**src/rtl/fetch_if.sv**
```systemverilog
// Fetch-side bus bundle: instruction-memory port, redirect request and the
// valid/ready instruction stream toward decode.
interface fetch_if #(
    parameter int ADDR_W = 16,
    parameter int DATA_W = 16
);
    logic [ADDR_W-1:0] mem_addr;
    logic [DATA_W-1:0] mem_data;
    logic              redirect_valid;
    logic [ADDR_W-1:0] redirect_pc;
    logic              out_valid;
    logic [DATA_W-1:0] out_instr;
    logic [ADDR_W-1:0] out_pc;
    logic              out_ready;

    modport master (
        output mem_addr,
        input  mem_data,
        input  redirect_valid,
        input  redirect_pc,
        output out_valid,
        output out_instr,
        output out_pc,
        input  out_ready
    );

    modport slave (
        input  mem_addr,
        output mem_data,
        output redirect_valid,
        output redirect_pc,
        input  out_valid,
        input  out_instr,
        input  out_pc,
        output out_ready
    );
endinterface

```
**src/rtl/fetch_sequencer.sv**
```systemverilog
// Instruction-fetch controller: owns the PC, fetches from a combinational
// instruction memory into a 2-entry FIFO, handles redirect and halt/run.
module fetch_sequencer #(
    parameter int              ADDR_W   = 16,
    parameter int              DATA_W   = 16,
    parameter logic [ADDR_W-1:0] RESET_PC = 16'h0000,
    parameter int              PC_STEP  = 2
) (
    input  logic       clk,
    input  logic       rst_n,
    input  logic       run,
    input  logic       halt,
    fetch_if.master    bus,
    output logic [1:0] state,
    output logic       misalign
);
    typedef enum logic [1:0] {
        ST_IDLE   = 2'b00,
        ST_FETCH  = 2'b01,
        ST_HALTED = 2'b10
    } state_e;

    localparam logic [ADDR_W-1:0] STEP = ADDR_W'(PC_STEP);

    state_e            state_q, state_d;
    logic [ADDR_W-1:0] pc_q, pc_d;
    logic [1:0]        count_q, count_d;
    logic              valid_q, valid_d;
    logic              misalign_q, misalign_d;
    logic [ADDR_W-1:0] head_pc_q, head_pc_d, tail_pc_q, tail_pc_d;
    logic [DATA_W-1:0] head_instr_q, head_instr_d, tail_instr_q, tail_instr_d;
    logic              pop_s, push_s, space_s;

    // Next-state, PC and buffer update; redirect overrides halt and push/pop.
    always_comb begin
        state_d      = state_q;
        pc_d         = pc_q;
        count_d      = count_q;
        misalign_d   = misalign_q;
        head_pc_d    = head_pc_q;
        head_instr_d = head_instr_q;
        tail_pc_d    = tail_pc_q;
        tail_instr_d = tail_instr_q;
        push_s       = 1'b0;
        pop_s        = valid_q && bus.out_ready && !bus.redirect_valid;
        space_s      = (count_q < 2'd2) || pop_s;

        if (bus.redirect_valid) begin
            count_d    = 2'd0;
            pc_d       = {bus.redirect_pc[ADDR_W-1:1], 1'b0};
            misalign_d = misalign_q | bus.redirect_pc[0];
        end else begin
            case (state_q)
                ST_IDLE: begin
                    if (run) state_d = ST_FETCH;
                    else     state_d = ST_IDLE;
                end
                ST_FETCH: begin
                    if (halt) state_d = ST_HALTED;
                    else      push_s  = space_s;
                end
                ST_HALTED: begin
                    if (run && !halt) state_d = ST_FETCH;
                    else              state_d = ST_HALTED;
                end
                default: state_d = ST_IDLE;
            endcase

            if (push_s) pc_d = pc_q + STEP;
            else        pc_d = pc_q;

            // A simultaneous pop shifts the tail up before the new entry lands.
            case ({pop_s, push_s})
                2'b10: begin
                    head_pc_d    = tail_pc_q;
                    head_instr_d = tail_instr_q;
                    count_d      = count_q - 2'd1;
                end
                2'b01: begin
                    if (count_q == 2'd0) begin
                        head_pc_d    = pc_q;
                        head_instr_d = bus.mem_data;
                    end else begin
                        tail_pc_d    = pc_q;
                        tail_instr_d = bus.mem_data;
                    end
                    count_d = count_q + 2'd1;
                end
                2'b11: begin
                    if (count_q == 2'd2) begin
                        head_pc_d    = tail_pc_q;
                        head_instr_d = tail_instr_q;
                        tail_pc_d    = pc_q;
                        tail_instr_d = bus.mem_data;
                    end else begin
                        head_pc_d    = pc_q;
                        head_instr_d = bus.mem_data;
                    end
                end
                default: count_d = count_q;
            endcase
        end

        valid_d = (count_d != 2'd0);
    end

    // State, PC and FIFO registers.
    always_ff @(posedge clk or negedge rst_n) begin
        if (!rst_n) begin
            state_q      <= ST_IDLE;
            pc_q         <= RESET_PC;
            count_q      <= 2'd0;
            valid_q      <= 1'b0;
            misalign_q   <= 1'b0;
            head_pc_q    <= '0;
            head_instr_q <= '0;
            tail_pc_q    <= '0;
            tail_instr_q <= '0;
        end else begin
            state_q      <= state_d;
            pc_q         <= pc_d;
            count_q      <= count_d;
            valid_q      <= valid_d;
            misalign_q   <= misalign_d;
            head_pc_q    <= head_pc_d;
            head_instr_q <= head_instr_d;
            tail_pc_q    <= tail_pc_d;
            tail_instr_q <= tail_instr_d;
        end
    end

    assign bus.mem_addr  = pc_q;
    assign bus.out_valid = valid_q;
    assign bus.out_pc    = head_pc_q;
    assign bus.out_instr = head_instr_q;
    assign state         = state_q;
    assign misalign      = misalign_q;
endmodule

```
**src/flat_wrapper.sv**
```systemverilog
// flat-port wrapper written by rule: the top's interface ports become plain ports
module fetch_sequencer_flat 
#(
    parameter int              ADDR_W   = 16,
    parameter int              DATA_W   = 16,
    parameter logic [ADDR_W-1:0] RESET_PC = 16'h0000,
    parameter int              PC_STEP  = 2
)
  (clk, rst_n, run, halt, state, misalign, bus_mem_addr, bus_mem_data, bus_redirect_valid, bus_redirect_pc, bus_out_valid, bus_out_instr, bus_out_pc, bus_out_ready);
  fetch_if #(.ADDR_W(ADDR_W), .DATA_W(DATA_W)) bus_i ();
  input  logic clk;
  input  logic rst_n;
  input  logic run;
  input  logic halt;
  output logic [1:0] state;
  output logic misalign;
  output wire logic [$bits(bus_i.mem_addr)-1:0] bus_mem_addr;
  input wire logic [$bits(bus_i.mem_data)-1:0] bus_mem_data;
  input wire logic [$bits(bus_i.redirect_valid)-1:0] bus_redirect_valid;
  input wire logic [$bits(bus_i.redirect_pc)-1:0] bus_redirect_pc;
  output wire logic [$bits(bus_i.out_valid)-1:0] bus_out_valid;
  output wire logic [$bits(bus_i.out_instr)-1:0] bus_out_instr;
  output wire logic [$bits(bus_i.out_pc)-1:0] bus_out_pc;
  input wire logic [$bits(bus_i.out_ready)-1:0] bus_out_ready;
  assign bus_mem_addr = bus_i.mem_addr;
  assign bus_i.mem_data = bus_mem_data;
  assign bus_i.redirect_valid = bus_redirect_valid;
  assign bus_i.redirect_pc = bus_redirect_pc;
  assign bus_out_valid = bus_i.out_valid;
  assign bus_out_instr = bus_i.out_instr;
  assign bus_out_pc = bus_i.out_pc;
  assign bus_i.out_ready = bus_out_ready;
  fetch_sequencer #(.ADDR_W(ADDR_W), .DATA_W(DATA_W), .RESET_PC(RESET_PC), .PC_STEP(PC_STEP)) u_core (.clk(clk), .rst_n(rst_n), .run(run), .halt(halt), .bus(bus_i), .state(state), .misalign(misalign));
endmodule
```
**config.mk**
```make
export PLATFORM = sky130hd
export DESIGN_NAME = fetch_sequencer_flat
export DESIGN_NICKNAME = d
export VERILOG_FILES = /design/src/rtl/fetch_if.sv /design/src/rtl/fetch_sequencer.sv /design/src/flat_wrapper.sv
export SDC_FILE = /design/constraint.sdc
export NUM_CORES = 1
export LEC_CHECK = 0
export CORE_MARGIN = 5
export CORE_UTILIZATION = 50
export CTS_CLUSTER_DIAMETER = 60
export CTS_CLUSTER_SIZE = 30
export DETAILED_ROUTE_END_ITERATION = 16
export GPL_ROUTABILITY_DRIVEN = 0
export PLACE_DENSITY = 0.82
export SLEW_MARGIN = 5
export SYNTH_ARGS = -nofsm -noshare
export SYNTH_HDL_FRONTEND = slang
export SYNTH_SLANG_ARGS = --single-unit
```
**constraint.sdc**
```tcl
create_clock -name clk -period 3.7 [get_ports clk]
set_input_delay 0.555 -clock clk [delete_from_list [all_inputs] [get_ports clk]]
set_output_delay 0.555 -clock clk [all_outputs]
set_load 0.01 [all_outputs]
```
; Word-level counts from Yosys, hierarchy flattened
; Index checks and enable logic that the tools add are counted.
[classes]
eq_ne = 10
reduce_logical = 15
n_mux = 23
bitwise = 2
magnitude_cmp = 1
n_addsub = 3
[op_table]
columns = operator, n
row1 = $mux 16, 10
row2 = $pmux 16 s3, 2
row3 = $pmux 16 s2, 2
row4 = $add 16x2->16 const B, 1
row5 = $eq 2x2->1 const B, 4
row6 = $mux 2, 3
row7 = $pmux 2 s3, 1
row8 = $reduce_bool 2->1, 3
row9 = $eq 2x1->1 const B, 2
row10 = $logic_not 2->1, 2
row11 = $mux 1, 4
row12 = $ne 2x1->1 const B, 2
row13 = $ne 2x2->1 const B, 2
row14 = $pmux 2 s2, 1
row15 = $reduce_and 4->1, 1
row16 = $logic_and 1x1->1, 3
row17 = $reduce_and 3->1, 1
row18 = $reduce_bool 3->1, 1
row19 = $add 2x1->2 const B, 1
row20 = $logic_not 1->1, 2
row21 = $lt 2x2->1 const B, 1
row22 = $reduce_and 2->1, 1
row23 = $sub 2x1->2 const B, 1
row24 = $logic_or 1x1->1, 1
row25 = 2 further kinds, 2
[word_totals]
output_inout_bits = 52
inputBits = 38
ff_bits = 86
elab_cells = 63

; Depth between registers and ports, before layout
[depth]
depth_word = 10
mapped_depth = 12
depth_no_buf = 8

; Least setup slack after synthesis
; Ideal clock, no wire load.
[synth_timing]
path_type = input to register
startpoint = input port bus_redirect_valid
endpoint = register u_core.tail_instr_q[0]
path_stages = 9
path_buffers = 3
arrival_ns = 2.877
setup_slack_ns = 0.698
required_ns = 3.575
setup_ns = 0.125
cell_sequence = clkbuf_1 > nand3b_1 > a21o_1 > buf_6 > clkinv_1 > ha_1 > o221ai_1 > clkbuf_1 > mux2_2
[synth_via]
elab_chain_len = 9
word_cells_on_any_way = 14
classes_between = eq/ne: 4 / mux: 4 / bitwise: 1 / reduce/logical: 5
[synth_rtl]
columns = element, line
row1 = "start, declared", flat_wrapper.sv:19  ; input wire logic [$bits(bus_i.redirect_valid)-1:0] bus_redirect_valid;
row2 = $logic_not 1->1, fetch_sequencer.sv:45  ; pop_s = valid_q && bus.out_ready && !bus.redirect_valid;
row3 = $logic_and 1x1->1, fetch_sequencer.sv:45
row4 = $logic_or 1x1->1, fetch_sequencer.sv:46  ; space_s = (count_q < 2'd2) || pop_s;
row5 = $mux 1, fetch_sequencer.sv:59  ; if (halt) state_d = ST_HALTED;
row6 = $mux 1, fetch_sequencer.sv:53  ; case (state_q)
row7 = $mux 1, fetch_sequencer.sv:48  ; if (bus.redirect_valid) begin
row8 = $eq 2x2->1 or $eq 2x1->1 (tied branches), fetch_sequencer.sv:73  ; case ({pop_s, push_s})
row9 = $ne 2x1->1 (no line) (tied with other cells), -
row10 = $reduce_and 4->1 (no line), -
row11 = "end signal, assigned", fetch_sequencer.sv:128  ; tail_instr_q <= tail_instr_d;
row12 = "end, declared", fetch_sequencer.sv:31  ; logic [DATA_W-1:0] head_instr_q, head_instr_d, tail_instr_q, tail_instr_d;
; Several ways; a longest one is shown, not always the timed one. The select of a mux whose other input is x is not followed.
; A chain may end at the register's enable or synchronous reset.

; Worst setup path in the final report
[layout_timing]
startpoint = input port halt
endpoint = register u_core.tail_pc_q[14]
[layout_via]
elab_chain_len = 6
word_cells_on_any_way = 10
classes_between = eq/ne: 4 / mux: 4 / reduce/logical: 2
[layout_rtl]
columns = element, line
row1 = "start, declared", flat_wrapper.sv:14  ; input logic halt;
row2 = $mux 1 *, fetch_sequencer.sv:59
row3 = $mux 1 *, fetch_sequencer.sv:53
row4 = $mux 1 *, fetch_sequencer.sv:48
row5 = $eq 2x2->1 or $eq 2x1->1 (tied branches), fetch_sequencer.sv:73
row6 = $ne 2x1->1 (no line) (tied with other cells), -
row7 = $reduce_and 4->1 (no line), -
row8 = "end signal, assigned", fetch_sequencer.sv:127  ; tail_pc_q <= tail_pc_d;
row9 = "end, declared", fetch_sequencer.sv:30  ; logic [ADDR_W-1:0] head_pc_q, head_pc_d, tail_pc_q, tail_pc_d;
; Every way passes the cells marked *; elsewhere a longest branch is shown, timed or not. The select of a mux whose other input is x is not followed.

==> impl_results.md <==
- Status: complete, no violations
- Worst-path fanout max: 32
- Vias: around 3000
- Final Util: about two thirds
- Post-synth EDFFs: 0
- Via-per-instance ratio: 5.64
- Post-synth net total: just under 400
- Pin count of the biggest net entering global routing: 85
- Worst reg2reg path depth: 6
- Cts repair resizes: 0
- Met3 Track Usage GR: between 3 and 4%
- Routed WL per cell: around 17 um
- Cts bufs inserted: 9
- Core area: around 0.0073 mm2
- Worst EP required: between 3000 and 4000 ps
- # setup viols final: 0
- Initial Util: 52.1%
- Setup Fix Bufs, Post-CTS: 0
- First-pass DRT Iterations: 4
- Fmax: 0.309 GHz
- GRT overflow: 0
- Count of different cell masters after synthesis: 43
- Yosys reg bits: 84
- Most frequent cells in the layout: clkdlybuf4s50_1, dfrtp_1, o21ai_0
- Syn_area_per_cell: approximately 11 um2
- Clk slew on worst S/H paths: 90 ps
- Busiest layer in global routing: met2
- Tot Pwr: about 3500 uW
- DP Wirelength: ~6300 um
- I/O Buffers: a little under 90
- Share of layout cells above drive strength 1: roughly an eighth
- Reg2reg start: u_core.state[0]$_DFFE_PN0P_
- Critical path launch point type: input port
- Worst Hold Margin: between 300 and 400 ps
- Asr flop ratio synth: 100%
- Nets@finish: ~470
- Slew @ Worst Pin: 1100 ps
- Setup WS pre-CTS: between 90 and 100 ps
- DRC: 0
- Reg2Reg Setup Slack: 600 ps
- Rel. slew slack: 26.4%
- ANT nets after route: 0
- Min Tclk post-route: 3230 ps
- Clock Skews: about 14 ps
- Fillers: 562
- Wire length of the first global-routing pass: 15700 um
- Max-Cap Viols: 0
- Post-route setup slack: 466 ps
- Static Leak: 0.00211 uW
- Met1 Track Usage GR: ~26%
- Area growth from synthesis to layout: 31.8%
- Ports: 90
- Worst setup EP type: flop
- Vias in the first global route: ~3200
- Register area share after synthesis: 55.1%
- Cts-stage hold buffer count: 0
- Clk buf depth: 2
- Area contributors post-synth: dfrtp_1, mux2_2, a22oi_1
- Setup repair after global routing missed its margin: no
- FP Rows: 31
- Synth top area share: between 50% and 60%
- Total GRT Usage: 19.8%
- Die Footprint: ~0.0095 mm2
- Post-route clock period utilization: between 80% and 90%
- Cell count after synthesis: roughly 350
- Main flop type after synthesis: dfrtp_1
- Slew Viols, Final: 0
- Synth warnings: 0
- Die outline height: around 97 um
- DIE WIDTH: 97.4 um
- Initial drt markers: around 250
- Initial antenna violation count: 0
- Most common cell after layout, fill and taps aside: clkdlybuf4s50_1
- Min-Delay Path Class: input port to async pin
- Root Buffer: clkbuf_8
- Total inserted antenna cells: 0
- Final wirelength: roughly 9100 um
- Setup Total Neg Slack: 0 ps
- Worst Path Arrival: approximately 3500 ps
- CTS sink cnt: between 80 and 90
- VDD IR-drop max: ~0.00035 V
- H-tree levels: 3
- M2 GR Usage: 32.8%
- Reg-to-reg endpoint: u_core.tail_pc_q[14]$_DFFE_PN0P_
- PD cells: just under 700 mW/mm2
- Worst skew pair latency: between 300 and 400 ps
- CTS tree: done
- Area leader, netlist: dfrtp_1
- Post-Syn Area: about 0.0038 mm2
- Kind of critical path: input port to flop
- Final hold vios: 0
==> state kept, by name, summed over array words and instances, names as in the netlist <==
register              cells
u_core.bus.mem_addr      15
u_core.bus.out_instr     16
u_core.bus.out_pc        16
u_core.bus.out_valid      1
u_core.count_q            2
u_core.misalign           1
u_core.state              2
u_core.tail_instr_q      16
u_core.tail_pc_q         15
==> layer usage <==
metal	part of all wire [%]	wire, um
met4	2.1	187
met3	5.6	512
met5	0	0
met1	43	3860
met2	50	4510
==> Yosys cell counts (4+ instances only) <==
cell,number
mux2_2,30
xnor2_1,6
nor2_1,9
ha_1,4
or3_1,4
clkbuf_1,21
a221o_1,4
a21oi_1,4
nor3b_1,5
a22oi_1,31
a31oi_1,5
o21ai_0,45
nand2_1,43
nand3_1,4
o22ai_1,5
dfrtp_1,84
inv_1,8
==> final cells by class <==
| type | count | area (um2) | area share, % |
|---|---|---|---|
| Clock inverter | 6 | 71.3 | 1.42 |
| Timing Repair Buffer | 94 | 961 | 19.1 |
| Tap cell | 99 | 124 | 2.46 |
| Inverter | 9 | 33.8 | 0.672 |
| Multi-Input combinational cell | 234 | 1600 | 31.8 |
| Clock buffer | 10 | 138 | 2.74 |
| Sequential cell | 84 | 2100 | 41.8 |
==> through the flow <==
step / instance area [um2] / cells
2_1_floorplan: 3820 / 353
3_3_place_gp: 4820 / 520
3_5_place_dp: 4820 / 520
4_1_cts: 5030 / 536
5_1_grt: 5030 / 536
6_report: 5030 / 536
==> worst max path at each step <==
| stage | from | end | slack [ps] |
|---|---|---|---|
| global route | halt | u_core.tail_pc_q[14]$_DFFE_PN0P_ | 310 |
| detailed placement | halt | u_core.tail_pc_q[14]$_DFFE_PN0P_ | 100 |
| finish | halt | u_core.tail_pc_q[14]$_DFFE_PN0P_ | 470 |
| floorplan | bus_redirect_valid | u_core.tail_instr_q[0]$_DFFE_PN0P_ | 700 |
| global placement | halt | u_core.tail_instr_q[2]$_DFFE_PN0P_ | 230 |
| CTS | halt | u_core.tail_pc_q[14]$_DFFE_PN0P_ | 470 |
==> critical path, stage by stage <==
cell             delay (ps)
clkdlybuf4s50_1         480
or3b_1                  230
a21o_1                  260
clkinv_1                230
ha_1                    360
o221ai_4                900
mux2_2                  430
==> power by group <==
part / internal (uW) / leakage, uW / switching [uW]
Sequential: 1260 / 0.00108 / 261
Combinational: 720 / 0.000940 / 564
Clock: 334 / 0.0000927 / 336
==> cell families (layout without fill, tap and decap cells) <==
family | Yosys count | after routing | share of synthesized area [%]
other cells | 1 | 1 | 0.0983
fa+ha+maj | 4 | 4 | 1.31
buf+inv | 35 | 119 | 3.87
compound gates | 106 | 106 | 17.9
simple gates | 83 | 83 | 10.5
flops | 84 | 84 | 55.1
xor+xnor | 7 | 7 | 1.61
mux | 33 | 33 | 9.64
No activity file was read; power rests on OpenSTA's default activity.
